[src/rtl/ili9341_sprite_streamer.sv]
// ----------------------------------------------------------------------------
// ili9341_sprite_streamer
//
// Streams one SCREEN_W x SCREEN_H frame of RGB565 pixels to an ILI9341
// controller, one word per valid/ready handshake, in raster order. Draws one
// sprite from a shared synchronous sprite ROM. The sprite is magnified by an
// integer SCALE and placed at a programmable position. Every pixel outside
// the sprite window is BG_COLOR. A sel change or a frame_req pulse queues
// exactly one redraw. A trigger that arrives mid-frame waits for the frame in
// flight to finish.
//
// Ports
//   clk        system clock
//   rst        synchronous, active-high reset
//   sel        sprite table index drawn by the next frame
//   frame_req  one-cycle pulse that forces a redraw
//   cfg_we     sprite table write strobe; cfg_idx selects the entry
//   cfg_base   ROM address of source pixel (0,0)
//   cfg_w/h    source size in pixels (>= 1)
//   cfg_x/y    screen position of the top-left corner
//   mem_addr   ROM read address; mem_data returns one cycle later
//   pix_data   pixel word to the controller, qualified by pix_valid
//   pix_ready  controller accepts pix_data
//   pix_last   set on the final pixel of the frame
//   busy       a frame is in progress
// ----------------------------------------------------------------------------
module ili9341_sprite_streamer #(
    parameter int SCREEN_W    = 240,
    parameter int SCREEN_H    = 240,
    parameter int PIXEL_SIZE  = 16,
    parameter int SCALE       = 5,
    parameter int NUM_SPRITES = 14,
    parameter int MEM_DEPTH   = 7000,
    parameter logic [PIXEL_SIZE-1:0] BG_COLOR = 'h0010
) (
    input  logic                           clk,
    input  logic                           rst,
    input  logic [$clog2(NUM_SPRITES)-1:0] sel,
    input  logic                           frame_req,
    input  logic                           cfg_we,
    input  logic [$clog2(NUM_SPRITES)-1:0] cfg_idx,
    input  logic [$clog2(MEM_DEPTH)-1:0]   cfg_base,
    input  logic [7:0]                     cfg_w,
    input  logic [7:0]                     cfg_h,
    input  logic [8:0]                     cfg_x,
    input  logic [8:0]                     cfg_y,
    output logic [$clog2(MEM_DEPTH)-1:0]   mem_addr,
    input  logic [PIXEL_SIZE-1:0]          mem_data,
    output logic [PIXEL_SIZE-1:0]          pix_data,
    output logic                           pix_valid,
    input  logic                           pix_ready,
    output logic                           pix_last,
    output logic                           busy
);

    localparam int SEL_W  = $clog2(NUM_SPRITES);
    localparam int ADDR_W = $clog2(MEM_DEPTH);
    // Coordinate width. It holds x0 + w*SCALE (at most 511 + 255*15) without overflow.
    localparam int CW     = 16;
    localparam int SW     = $clog2(SCALE + 1);

    localparam logic [CW-1:0] LAST_X  = CW'(SCREEN_W - 1);
    localparam logic [CW-1:0] LAST_Y  = CW'(SCREEN_H - 1);
    localparam logic [CW-1:0] SCALE_C = CW'(SCALE);
    localparam logic [SW-1:0] SUB_MAX = SW'(SCALE - 1);

    typedef enum logic [1:0] {IDLE, FETCH, WAIT, OUT} state_t;

    // ------------------------------------------------------------------
    // Sprite table
    // ------------------------------------------------------------------
    logic [ADDR_W-1:0] tbl_base [NUM_SPRITES];
    logic [7:0]        tbl_w    [NUM_SPRITES];
    logic [7:0]        tbl_h    [NUM_SPRITES];
    logic [8:0]        tbl_x    [NUM_SPRITES];
    logic [8:0]        tbl_y    [NUM_SPRITES];

    // NOTE: this is a small register table, not a RAM macro. It therefore takes a
    // reset, so that a frame drawn straight after reset sees defined entries.
    always_ff @(posedge clk) begin
        if (rst) begin
            for (int i = 0; i < NUM_SPRITES; i++) begin
                tbl_base[i] <= '0;
                tbl_w[i]    <= 8'd1;
                tbl_h[i]    <= 8'd1;
                tbl_x[i]    <= '0;
                tbl_y[i]    <= '0;
            end
        end else if (cfg_we && (int'(cfg_idx) < NUM_SPRITES)) begin
            tbl_base[cfg_idx] <= cfg_base;
            tbl_w[cfg_idx]    <= cfg_w;
            tbl_h[cfg_idx]    <= cfg_h;
            tbl_x[cfg_idx]    <= cfg_x;
            tbl_y[cfg_idx]    <= cfg_y;
        end
    end

    // Entry selected by sel. An out-of-range sel reads as a cleared entry.
    logic              sel_ok;
    logic [ADDR_W-1:0] ent_base;
    logic [7:0]        ent_w, ent_h;
    logic [CW-1:0]     ent_x, ent_y, ent_win_w, ent_win_h;

    assign sel_ok    = int'(sel) < NUM_SPRITES;
    assign ent_base  = sel_ok ? tbl_base[sel] : '0;
    assign ent_w     = sel_ok ? tbl_w[sel]    : 8'd1;
    assign ent_h     = sel_ok ? tbl_h[sel]    : 8'd1;
    assign ent_x     = sel_ok ? CW'(tbl_x[sel]) : '0;
    assign ent_y     = sel_ok ? CW'(tbl_y[sel]) : '0;
    assign ent_win_w = CW'(ent_w) * SCALE_C;
    assign ent_win_h = CW'(ent_h) * SCALE_C;

    // ------------------------------------------------------------------
    // Frame state
    // ------------------------------------------------------------------
    state_t            state;
    logic              pending;
    logic [SEL_W-1:0]  sel_q;

    // Entry latched at frame start, so that table writes cannot disturb the frame in flight.
    logic [7:0]        lat_w;
    logic [CW-1:0]     lat_x0, lat_y0, win_w, win_h;

    // Current screen pixel, with scale sub-counters that replace a divider:
    // col_idx = (x-x0)/SCALE, and row_base = base + ((y-y0)/SCALE)*w.
    logic [CW-1:0]     x, y, col_idx;
    logic [SW-1:0]     col_sub, row_sub;
    logic [ADDR_W-1:0] row_base;

    function automatic logic in_win(input logic [CW-1:0] px, input logic [CW-1:0] py,
                                    input logic [CW-1:0] x0, input logic [CW-1:0] y0,
                                    input logic [CW-1:0] ww, input logic [CW-1:0] wh);
        return (px >= x0) && ((px - x0) < ww) && (py >= y0) && ((py - y0) < wh);
    endfunction

    // Raster successor of the current pixel, with its sub-counters.
    logic [CW-1:0]     adv_x, adv_y, adv_col_idx;
    logic [SW-1:0]     adv_col_sub, adv_row_sub;
    logic [ADDR_W-1:0] adv_row_base;

    // NOTE: every output of a combinational block gets a default first. A path
    // that leaves a variable unassigned would otherwise infer a latch.
    always_comb begin
        adv_x        = x + 1'b1;
        adv_y        = y;
        adv_col_sub  = col_sub;
        adv_col_idx  = col_idx;
        adv_row_sub  = row_sub;
        adv_row_base = row_base;
        if (x == LAST_X) begin
            adv_x       = '0;
            adv_y       = y + 1'b1;
            adv_col_sub = '0;
            adv_col_idx = '0;
            if (y >= lat_y0) begin
                if (row_sub == SUB_MAX) begin
                    adv_row_sub  = '0;
                    adv_row_base = row_base + ADDR_W'(lat_w);
                end else begin
                    adv_row_sub  = row_sub + 1'b1;
                end
            end
        end else if (x >= lat_x0) begin
            if (col_sub == SUB_MAX) begin
                adv_col_sub = '0;
                adv_col_idx = col_idx + 1'b1;
            end else begin
                adv_col_sub = col_sub + 1'b1;
            end
        end
    end

    logic              cur_inside, is_last, trigger;
    logic [ADDR_W-1:0] start_addr, adv_addr;

    assign cur_inside = in_win(x, y, lat_x0, lat_y0, win_w, win_h);
    assign is_last    = (x == LAST_X) && (y == LAST_Y);
    assign trigger    = frame_req || (sel != sel_q);
    assign start_addr = in_win('0, '0, ent_x, ent_y, ent_win_w, ent_win_h) ? ent_base : '0;
    assign adv_addr   = in_win(adv_x, adv_y, lat_x0, lat_y0, win_w, win_h)
                        ? adv_row_base + ADDR_W'(adv_col_idx) : '0;

    // mem_addr is registered on entry to FETCH. It is therefore valid for the
    // whole FETCH cycle, and the ROM word is available to WAIT. This keeps the
    // cadence at 3 cycles per pixel.
    // NOTE: all sequential state uses non-blocking assignments, so that every
    // register samples the values from before the edge.
    always_ff @(posedge clk) begin
        if (rst) begin
            state     <= IDLE;
            pending   <= 1'b1;
            sel_q     <= sel;      // no spurious trigger from the reset value of sel
            mem_addr  <= '0;
            pix_data  <= '0;
            pix_valid <= 1'b0;
            pix_last  <= 1'b0;
            busy      <= 1'b0;
            lat_w     <= 8'd1;
            lat_x0    <= '0;
            lat_y0    <= '0;
            win_w     <= '0;
            win_h     <= '0;
            x         <= '0;
            y         <= '0;
            col_idx   <= '0;
            col_sub   <= '0;
            row_sub   <= '0;
            row_base  <= '0;
        end else begin
            sel_q   <= sel;
            // If a set and a clear arrive in the same cycle, the set wins.
            pending <= trigger || (pending && !(state == IDLE));

            case (state)
                IDLE: begin
                    if (pending) begin
                        lat_w    <= ent_w;
                        lat_x0   <= ent_x;
                        lat_y0   <= ent_y;
                        win_w    <= ent_win_w;
                        win_h    <= ent_win_h;
                        x        <= '0;
                        y        <= '0;
                        col_idx  <= '0;
                        col_sub  <= '0;
                        row_sub  <= '0;
                        row_base <= ent_base;
                        mem_addr <= start_addr;
                        busy     <= 1'b1;
                        state    <= FETCH;
                    end
                end
                FETCH: state <= WAIT;
                WAIT: begin
                    pix_data  <= cur_inside ? mem_data : BG_COLOR;
                    pix_valid <= 1'b1;
                    pix_last  <= is_last;
                    state     <= OUT;
                end
                OUT: begin
                    if (pix_ready) begin
                        pix_valid <= 1'b0;
                        pix_last  <= 1'b0;
                        if (is_last) begin
                            busy  <= 1'b0;
                            state <= IDLE;
                        end else begin
                            x        <= adv_x;
                            y        <= adv_y;
                            col_idx  <= adv_col_idx;
                            col_sub  <= adv_col_sub;
                            row_sub  <= adv_row_sub;
                            row_base <= adv_row_base;
                            mem_addr <= adv_addr;
                            state    <= FETCH;
                        end
                    end
                end
                default: state <= IDLE;
            endcase
        end
    end

endmodule
[config.mk]
export PLATFORM = sky130hd
export DESIGN_NAME = ili9341_sprite_streamer
export DESIGN_NICKNAME = d
export VERILOG_FILES = /design/src/rtl/ili9341_sprite_streamer.sv
export SDC_FILE = /design/constraint.sdc
export NUM_CORES = 2
export LEC_CHECK = 0
export CORE_MARGIN = 2
export CORE_UTILIZATION = 53
export CTS_CLUSTER_DIAMETER = 80
export CTS_CLUSTER_SIZE = 25
export DETAILED_ROUTE_END_ITERATION = 6
export PLACE_DENSITY = 0.66
export SYNTH_ARGS = -nofsm -noshare
export SYNTH_HDL_FRONTEND = slang
export SYNTH_SLANG_ARGS = --single-unit
[constraint.sdc]
create_clock -name clk -period 22.5 [get_ports clk]
set_input_delay 4.5 -clock clk [delete_from_list [all_inputs] [get_ports clk]]
set_output_delay 4.5 -clock clk [all_outputs]
set_load 0.01 [all_outputs]
==> out/qor.csv <==
metric;value;unit
status;finished clean;
CTS clock-pin slew for the worst setup and hold paths;80;ps
sequential share of power;46.9;%
mux share of post-synthesis cell area;9.09;%
Detail Placement HPWL;71300;microns
CTS tree;built;
Vias/cell;6.19;
fin nets;3708;
Comb power frac;28.2;%
post-synth top area cell;edfxtp_1;
synthesized instance count;3518;
CTS max path bufs;3;
Inserted Clock Buffers;45;
Rows;103;
Syn Nets;3755;
# clock sinks;808;
First-pass DRT Iterations;5;
P_leak;16.3;nW
Sw Ratio;32.6;%
register bit count reported by yosys;808;
DRC viols;0;
master of the slowest instance on the critical path;buf_4;
main combinational cell family by area after synthesis;simple AND/OR/NAND/NOR gates;
Synth top area share;47.1;%
adder-cell share of the synthesized area;4.94;%
Worst Tran Pin Value;1160;ps
RD Place Congestion;0.885;
largest net degree at the start of global routing;107;
CP Capture Type;register;
kind of critical path;in -> reg;
internal power;2.57;mW
post-synthesis xor/xnor area fraction;2.39;%
H-tree depth;2;
P_sw;1.24;mW
MaxCap Viol Count;0;
via count;28210;
post-cts resize count;0;
die area;81400;sq um
final hold vios;0;
yosys warns;0;
max_slew headroom;22.9;%
total grt overflow;0;
vias in the first global route;28365;
Initial Util;53.3;%
Seq/Total Area, Yosys;54.2;%
final WL;117000;microns
share of layout cells above drive strength 1;10.3;%
worst skew pair latency;640;ps
period utilisation layout;47.3;%
RSZ-0062 raised after global routing;false;
synthesized area;42000;sq um
Routed WL per cell;25.8;microns
most instantiated cells after synthesis;edfxtp_1 (658), and2_1 (639), nor2_1 (233), nand2_1 (201), clkbuf_1 (194);
port bufs;107;
required time of the critical path;23040;ps
boundary pin count;108;
GRT Total Usage;28.8;%
synthesized-area fraction occupied by and/or/nand/nor cells;17.7;%
most numerous cell in the Yosys netlist;edfxtp_1;
Post-CTS Setup Bufs;0;
Die Wd;285;microns
Peak VDD IR;0.0621;mV
Avg Cell Area, Syn;11.9;sq um
initial DRC count;2765;
Core Footprint;78700;sq um
Area after DPL;43800;sq um
Hold WC Path Type;reg -> reg;
post-synthesis compound-gate area fraction;8.16;%
Synth area leaders;edfxtp_1 (47%), and2_1 (9.5%), dfxtp_1 (7.2%);
Root Buffer;clkbuf_16;
Final Max Slew Viols;0;
Clock power frac;24.9;%
Final Critical Period;10650;ps
PwrDens;84.2;nW/um^2
Hold Buf Count CTS;0;
Worst setup SP type;primary input;
first-pass GRT wire length;176000;microns
post-route cell area;45300;sq um
total power draw;3.81;mW
Die H;285;microns
Synth async-reset ratio;0;%
Critical Path Max Stage Delay;690;ps
Cell variety after synth;86;
critical-path maximum fanout;55;
number of fill cells;6420;
CP top delay family;buffers and inverters;
number of synthesized flops with an enable pin;658;
remaining antenna violation count;0;
critical path data arrival time;11190;ps
CP Buf/Inv Count;5;
final setup violation count;0;
Clock Skew;31.6;ps
maximum clock frequency;93.9;MHz
initial antenna violation count;6;
top_reg_cell synth;edfxtp_1;
Layout area overhead;7.96;%
setup TNS;0;ps
worst reg2reg max path, delay by kind of cell, from the launching register on:
kind | cells | cell delay (ps)
AND/OR/NAND/NOR | 9 | 2460
AO/OA/AOI/OAI | 8 | 1650
adder cells (fa/ha/maj) | 3 | 910
flip-flops | 1 | 500
multiplexers | 1 | 390
buffers and inverters | 2 | 380
XOR/XNOR | 1 | 250
logic make-up (layout without fill, tap and decap cells):
kind of cell               count (synthesis)  in the layout
muxes                                    226            226
other                                      0              4
xor gates and xnor gates                 113            113
and+or+nand+nor                         1347           1347
AOI/OAI and AO/OA                        516            516
adders and majority gates                161            161
DFF                                      808            808
buffers and inverters                    347            331
cells in the final DEF (no fill, tap or decap), types with 15 or more instances in the layout:
cell type,n
nand2_1,199
clkdlybuf4s50_1,103
a31oi_1,28
and2_1,639
nor2b_1,15
a21oi_1,161
o22ai_1,23
o21ai_0,85
nand2b_1,20
nand4_1,23
ha_1,153
a21o_1,25
a22o_1,16
nand3_1,40
dfxtp_1,150
buf_4,52
a221oi_1,22
a22oi_1,21
mux2_2,30
xnor2_1,68
clkbuf_16,46
mux2i_1,75
o21a_1,18
nor3_1,32
nor2_1,221
xor2_1,44
mux4_2,121
inv_1,91
edfxtp_1,658
or3_1,37
or2_2,24
o221ai_1,21
worst paths after layout:
check / depth (start not counted) / to / from / slack [ps]
max: 25 / mem_addr[4] / sel[1] / 11850
min: 2 / lat_y0[2] / lat_y0[2] / 460
max reg2reg: 24 / mem_addr[4] / x[1] / 15880
min reg2reg: 2 / lat_y0[2] / lat_y0[2] / 460
metrics by stage:
stage	cells	hold WS, ps	utilization, %	worst slack (ps)
3_3_place_gp	4474	445	55.6	11290
6_report	4556	456	57.5	11850
2_1_floorplan	3518	436	-	12060
3_5_place_dp	4474	449	55.6	11250
4_1_cts	4552	460	57.5	11910
5_1_grt	4555	484	57.5	11500
flip-flops by register name, summed over array words and instances (netlist names), 4 cells and up:
name,count
win_w,10
sel_q,4
lat_w,8
col_idx,13
tbl_h,112
mem_addr,13
y,16
tbl_w,112
lat_y0,9
tbl_base,182
lat_x0,9
x,16
win_h,11
tbl_y,126
tbl_x,126
row_base,13
pix_data,16
power groups by stage:
stage | clock network, mW | registers, mW | logic, mW
2_1_floorplan | 0 | 1.81 | 0.750
6_report | 0.950 | 1.79 | 1.07
3_3_place_gp | 0 | 1.82 | 1.04
5_1_grt | 1.01 | 1.80 | 1.20
3_5_place_dp | 0 | 1.82 | 1.07
4_1_cts | 0.964 | 1.79 | 1.07
layout make-up:
type	instances	area [sq um]	share of cell area, %
timing repair buffer	160	1490	3.30
antenna	4	10.0	0.0221
sequential	808	22800	50.2
clock inverter	21	279	0.616
multi-input combinational	2363	17900	39.5
clock buffer	57	1210	2.68
tap	1050	1310	2.90
inverter	93	349	0.771
routing by layer:
| layer | part of all wire, % | GRT usage, % | vias up |
|---|---|---|---|
| met2 | 49 | 48.9 | 1102 |
| met4 | 3.0 | 9.41 | 2 |
| met1 | 41 | 38.2 | 14285 |
| li1 | - | - | 12618 |
| met3 | 7.0 | 4.00 | 203 |
| met5 | 0.010 | 0 | - |
Power figures use the tool's default switching activity.
